File: src/rtl/rvb_bmat_opq.sv
// Operand queue feeding the bit-matrix unit: DEPTH-entry registered FIFO that
// carries rs1/rs2/insn30/tag from the issue stage to the unit's din_* port.
module rvb_bmat_opq #(
  parameter int unsigned DEPTH = 2,
  parameter int unsigned TAGW  = 5
) (
  input  logic                         clock,
  input  logic                         reset,
  input  logic                         flush,
  input  logic                         in_valid,
  output logic                         in_ready,
  input  logic [63:0]                  in_rs1,
  input  logic [63:0]                  in_rs2,
  input  logic                         in_insn30,
  input  logic [TAGW-1:0]              in_tag,
  output logic                         out_valid,
  input  logic                         out_ready,
  output logic [63:0]                  out_rs1,
  output logic [63:0]                  out_rs2,
  output logic                         out_insn30,
  output logic [TAGW-1:0]              out_tag,
  output logic [$clog2(DEPTH+1)-1:0]   count
);

  localparam int unsigned PW = (DEPTH > 1) ? $clog2(DEPTH) : 1;
  localparam int unsigned CW = $clog2(DEPTH + 1);

  typedef struct packed {
    logic [63:0]     rs1;
    logic [63:0]     rs2;
    logic            insn30;
    logic [TAGW-1:0] tag;
  } entry_t;

  entry_t        mem [DEPTH];
  logic [PW-1:0] wr_ptr;
  logic [PW-1:0] rd_ptr;
  logic [CW-1:0] cnt;
  logic          push;
  logic          pop;
  entry_t        head;

  // Handshakes; a flush cancels the pop and in_ready already blocks the push.
  always_comb begin
    in_ready  = (cnt != CW'(DEPTH)) && !flush && reset;
    out_valid = (cnt != '0) && reset;
    push      = in_valid && in_ready;
    pop       = out_valid && out_ready && !flush;
  end

  // Head presentation; zeros whenever the queue is empty or in reset.
  always_comb begin
    head       = mem[rd_ptr];
    out_rs1    = '0;
    out_rs2    = '0;
    out_insn30 = 1'b0;
    out_tag    = '0;
    if (out_valid) begin
      out_rs1    = head.rs1;
      out_rs2    = head.rs2;
      out_insn30 = head.insn30;
      out_tag    = head.tag;
    end
  end

  // Entry storage; intentionally not reset, only occupancy state is.
  always_ff @(posedge clock) begin
    if (push) begin
      mem[wr_ptr] <= '{rs1: in_rs1, rs2: in_rs2, insn30: in_insn30, tag: in_tag};
    end
  end

  // Pointers and occupancy; power-of-two depth lets pointers wrap naturally.
  always_ff @(posedge clock or negedge reset) begin
    if (!reset) begin
      wr_ptr <= '0;
      rd_ptr <= '0;
      cnt    <= '0;
    end else if (flush) begin
      wr_ptr <= '0;
      rd_ptr <= '0;
      cnt    <= '0;
    end else begin
      if (push) wr_ptr <= wr_ptr + PW'(1);
      if (pop)  rd_ptr <= rd_ptr + PW'(1);
      case ({push, pop})
        2'b10:   cnt <= cnt + CW'(1);
        2'b01:   cnt <= cnt - CW'(1);
        default: cnt <= cnt;
      endcase
    end
  end

  assign count = cnt;

endmodule

File: config.mk
export PLATFORM = sky130hd
export DESIGN_NAME = rvb_bmat_opq
export DESIGN_NICKNAME = d
export VERILOG_FILES = /design/src/rtl/rvb_bmat_opq.sv
export SDC_FILE = /design/constraint.sdc
export NUM_CORES = 1
export LEC_CHECK = 0
export CAP_MARGIN = 20
export CORE_ASPECT_RATIO = 1.5
export CORE_MARGIN = 2
export CORE_UTILIZATION = 44
export DETAILED_ROUTE_END_ITERATION = 8
export PLACE_DENSITY = 0.89
export SETUP_SLACK_MARGIN = 0.3
export SKIP_CTS_REPAIR_TIMING = 1
export SYNTH_ARGS = -nofsm -noshare
export SYNTH_HDL_FRONTEND = slang
export SYNTH_SLANG_ARGS = --single-unit
File: constraint.sdc
create_clock -name clock -period 4.16 [get_ports clock]
set_input_delay 0.832 -clock clock [delete_from_list [all_inputs] [get_ports clock]]
set_output_delay 0.832 -clock clock [all_outputs]
set_load 0.02 [all_outputs]
## After elaboration in Yosys (flattened, before gate mapping)

Memory sizes are Yosys's and may differ from the RTL's.
Index checks and enable logic that the tools add are counted.

| cells by class | value |
|---|---|
| add/subtract/negate cells | 4 |
| equal/unequal tests | 3 |
| muxes and demuxes | 12 |
| reduce and logical (&&, ||, !) cells | 11 |

Operators with widths:

| cell | number |
|---|---|
| 64-bit 2-to-1 mux | 2 |
| 1-bit 2-to-1 mux | 7 |
| 1-bit logical AND | 6 |
| 2-bit nonzero test | 3 |
| 5-bit 2-to-1 mux | 1 |
| 2-bit one-hot mux with 2 select lines | 1 |
| 3-bit nonzero test | 1 |
| 1-bit adder, second input constant | 2 |
| 2-bit by 1-bit adder with 2-bit output, second input constant | 1 |
| 2-bit by 1-bit == test with 1-bit output, second input constant | 1 |
| 2-bit == test, second input constant | 1 |
| 2-bit 2-to-1 mux | 1 |
| 2-bit != test, second input constant | 1 |
| 2-bit by 1-bit subtractor with 2-bit output, second input constant | 1 |
| 1-bit zero test | 1 |

| storage, ports and cells | value |
|---|---|
| memory bits (writable) | 268 |
| input bits | 139 |
| flip-flop bits (word level) | 4 |
| logic and storage cells | 34 |
| output and inout bits | 138 |
| memories | 1 |

Memory list:

| memory | words | bits a word | read ports | clocked after Yosys merged registers in | wr ports | RTL line | RTL |
|---|---|---|---|---|---|---|---|
| mem | 2 | 134 | 1 | 0 | 1 | 35 | `entry_t mem [DEPTH];` |

## Logic depth before layout (Yosys ltp)

| logic depth | value |
|---|---|
| word-level depth | 7 |
| gate-level depth with buffers | 5 |
| gate-level depth less buffers | 3 |

## Worst setup path after synthesis

Ideal clock, no wire load.

| timing | value |
|---|---|
| path type | input-to-reg |
| start | input reset |
| end | memory mem[1][0] (netlist bit), enable pin |
| setup time | 510 ps |
| cell stages on the path | 4 |
| buffers on the path | 1 |
| arrival | 4875 ps |
| data required time | 3650 ps |
| path slack | -1226 ps |
| path through | buf_2 -> inv_1 -> nor3_1 -> and3_1 |

| on the way | value |
|---|---|
| longest elaborated chain between the ends | 4 |

Ends and longest elaborated chain:

| element | RTL line | RTL |
|---|---|---|
| from (decl) | 8 | `input logic reset,` |
| 1-bit logical AND | 45 | `in_ready = (cnt != CW'(DEPTH)) && !flush && reset;` |
| named net in_ready | 11 | `output logic in_ready,` |
| 1-bit logical AND | 47 | `push = in_valid && in_ready;` |
| 1-bit 2-to-1 mux | 68 | `if (push) begin` |
| 1-bit 2-to-1 mux (implied by the code) | 69 | `mem[wr_ptr] <= '{rs1: in_rs1, rs2: in_rs2, insn30: in_insn30, tag: in_tag};` |
| to (decl) | 35 |  |

The timed path passes the listed nets, and every way through them passes these cells.

## Final worst setup path

| timing | value |
|---|---|
| start | input reset |
| end | output out_rs2[50] |

| on the way | value |
|---|---|
| longest elaborated chain between the ends | 2 |

Ends and longest elaborated chain:

| element | RTL line | RTL |
|---|---|---|
| 1-bit logical AND | 46 | `out_valid = (cnt != '0) && reset;` |
| 64-bit 2-to-1 mux | 58 | `if (out_valid) begin` |
| to (decl) | 19 | `output logic [63:0] out_rs2,` |

No other way between the ends.

==> results.sh <==
export IMPL_status="completed"
export IMPL_met3_usage_pct=3.79
export IMPL_grt_max_degree=93
export IMPL_start_kind="input port"
export IMPL_switching_share_pct=20.9
export IMPL_clock_fmax_ghz=0.269
export IMPL_drt_iter0_drc=324
export IMPL_placed_cell_area_mm2=0.0135
export IMPL_fin_nets=1019
export IMPL_endpoint_kind="primary output"
export IMPL_holdCritPathClass="flip-flop to flip-flop"
export IMPL_fin_tns_setup_ns=0
export IMPL_cts_max_level=1
export IMPL_antenna_found_initial=1
export IMPL_final_util_pct=61.7
export IMPL_cts_root_buf="clkbuf_16"
export IMPL_ys_seq_elements=272
export IMPL_powerDensity_mw_per_mm2=393
export IMPL_grt_met1_usage_pct=18.9
export IMPL_vdd_drop_max_mv=0.265
export IMPL_gp_congestion=0.790
export IMPL_grt_pass1_vias=6274
export IMPL_multi_input_area_mm2=0.00201
export IMPL_arrival_ns=2.89
export IMPL_num_rows=68
export IMPL_whs_ns=0.586
export IMPL_cts_clk_slew_worst_paths_ns=0.06
export IMPL_grt_use_total_pct=17.5
export IMPL_drc_errors=0
export IMPL_coreArea_mm2=0.0231
export IMPL_die_area_mm2=0.0248
export IMPL_final_cell_area_mm2=0.0142
export IMPL_cts_sinks=272
export IMPL_yosysSeqAreaShare_pct=78.6
export IMPL_grt_busiest_layer="met2"
export IMPL_numCtsBuffers=25
export IMPL_regArea_mm2=0.00815
export IMPL_ios=277
export IMPL_met2_usage_pct=31.8
export IMPL_dp_hpwl_um=15100
export IMPL_ys_types=23
export IMPL_report_final_slew_viol_count=0
export IMPL_cp_required_ns=3.33
export IMPL_netlist_area_mm2=0.0104
export IMPL_portBuffers=276
export IMPL_netlist_instances=598
export IMPL_yosysWarnings=0
export IMPL_drtPass1Iterations=4
export IMPL_worst_pin_slew_ns=0.596
export IMPL_p_sw_uw=1170
export IMPL_grt_pass1_wl_um=33200
export IMPL_initial_utilization_pct=45.0
export IMPL_ant_nets=0
export IMPL_totalWireLength_um=22500
export IMPL_tritoncts="built"
export IMPL_die_y_um=192
export IMPL_crit_type="input port to primary output"
export IMPL_grt_overflow=0
export IMPL_internal_power_uw=4420
export IMPL_p_seq_share_pct=55.4
export IMPL_syn_to_final_growth_pct=37.2
export IMPL_hold_viol=0
export IMPL_maxSlewHeadroom_pct=60.3
export IMPL_drive_above_1_share_pct=5.59
export IMPL_power_uw=5580
export IMPL_via_count=6003
export IMPL_fillCellCount=1653
export IMPL_clockBufferDepth=3
export IMPL_rsz0062_at_grt="false"
export IMPL_fin_crit_ns=3.72
export IMPL_synth_nets=737
export IMPL_cp_max_fo=71
export IMPL_setup_viol=0
export IMPL_combPwrFrac_pct=8.4
export IMPL_max_cap_viol_count=0
export IMPL_die_x_um=129
export IMPL_period_share_pct=89.5
export IMPL_clock_latency_ns=0.51
export IMPL_syn_avg_cell_area_um2=17.3
export IMPL_power_share_clock_pct=36.2
export IMPL_viasPerCell=4.96
export IMPL_wl_per_cell_um=18.6
export IMPL_p_leak_uw=0.00447
export IMPL_fin_skew_ns=0.0158
[through the flow]
step / worst slack (ns) / std cells
6_report: 0.436 / 1211
5_1_grt: 0.361 / 1210
4_1_cts: 0.431 / 1210
3_5_place_dp: 0.462 / 1168
3_3_place_gp: 0.515 / 1168
2_1_floorplan: 0.284 / 598
[logic make-up after synthesis]
family,count (synthesis),synth area share [%]
buffers and inverters,33,2.04
and+or+nand+nor,146,5.58
AOI/OAI and AO/OA,12,0.748
muxes,134,12.9
xor gates and xnor gates,1,0.0845
DFF,272,78.6
[synthesized netlist by cell type]
master      n  area share [%]
edfxtp_1  268              78
nor2_1    136             4.9
mux2i_1   134              13
buf_2      19            0.92
buf_4       7            0.51
buf_6       5            0.54
o21ai_0     5            0.24
a21oi_1     4            0.19
dfrtp_1     4            0.97
and2_1      2            0.12
and3b_1     2            0.17
a32oi_1     1           0.085
and3_1      1           0.060
inv_1       1           0.036
inv_2       1           0.036
nand2_1     1           0.036
nor2b_1     1           0.060
nor3_1      1           0.048
nor4bb_1    1           0.097
o211ai_1    1           0.072
o21ai_4     1            0.16
or3_1       1           0.060
xor2_1      1           0.085
[final cells by class]
class	instances	share of cell area, %
sequential	272	57.3
timing repair buffer	286	20.7
multi-input combinational	293	14.2
clock buffer	28	4.48
tap	315	2.77
clock inverter	14	0.510
inverter	2	0.0528
antenna	1	0.0176
[final timing paths]
path / slack (ns) / cells past startpoint / end / startpoint
max in group asynchronous: 3.18 / 1 / rd_ptr$_DFFE_PN0P_ / reset
worst max-delay path: 0.44 / 5 / out_rs2[50] / reset
min in group asynchronous: 0.63 / 1 / count[0]$_DFFE_PN0P_ / reset
worst min-delay path: 0.59 / 2 / wr_ptr$_DFFE_PN0P_ / wr_ptr$_DFFE_PN0P_
worst min register to register: 0.59 / 2 / wr_ptr$_DFFE_PN0P_ / wr_ptr$_DFFE_PN0P_
worst max register to register: 1.84 / 4 / mem[0][106]$_DFFE_PP_ / count[1]$_DFFE_PN0P_
[cell usage in the layout, fill, tap and decap left out, drive strengths merged]
cell	count
or3	1
nor2	136
and3	1
clkdlybuf4s50	276
clkbuf	28
inv	2
clkinvlp	3
clkinv	11
dfrtp	4
a32oi	1
buf	10
o21ai	6
and2	2
diode	1
o211ai	1
nor2b	1
xor2	1
nor4bb	1
nor3	1
and3b	2
edfxtp	268
mux2i	134
nand2	1
a21oi	4
[registers in the layout, summed over array words and instances (netlist names)]
| register | cells |
|---|---|
| mem | 268 |
| rd_ptr | 1 |
| wr_ptr | 1 |
| count | 2 |
[worst max-delay path: stages]
cell	delay [ns]
clkdlybuf4s50_1	0.75
o21ai_4	0.15
buf_12	0.22
nor2_1	0.20
clkdlybuf4s50_1	0.68
[metal layers]
layer  vias to the layer above  share of wire (%)
li1                       2789                  -
met1                      2915                 34
met2                       227                 54
met3                        70                6.4
met4                         2                5.3
met5                         -              0.058
[power by group through the flow]
stage,Sequential [µW],Combinational (µW),Clock (µW)
finish,3090,468,2020
global route,3100,498,2190
CTS,3090,473,2070
detailed placement,3150,469,0
global placement,3150,454,0
floorplan,3150,200,0
Power figures use the tool's default switching activity.
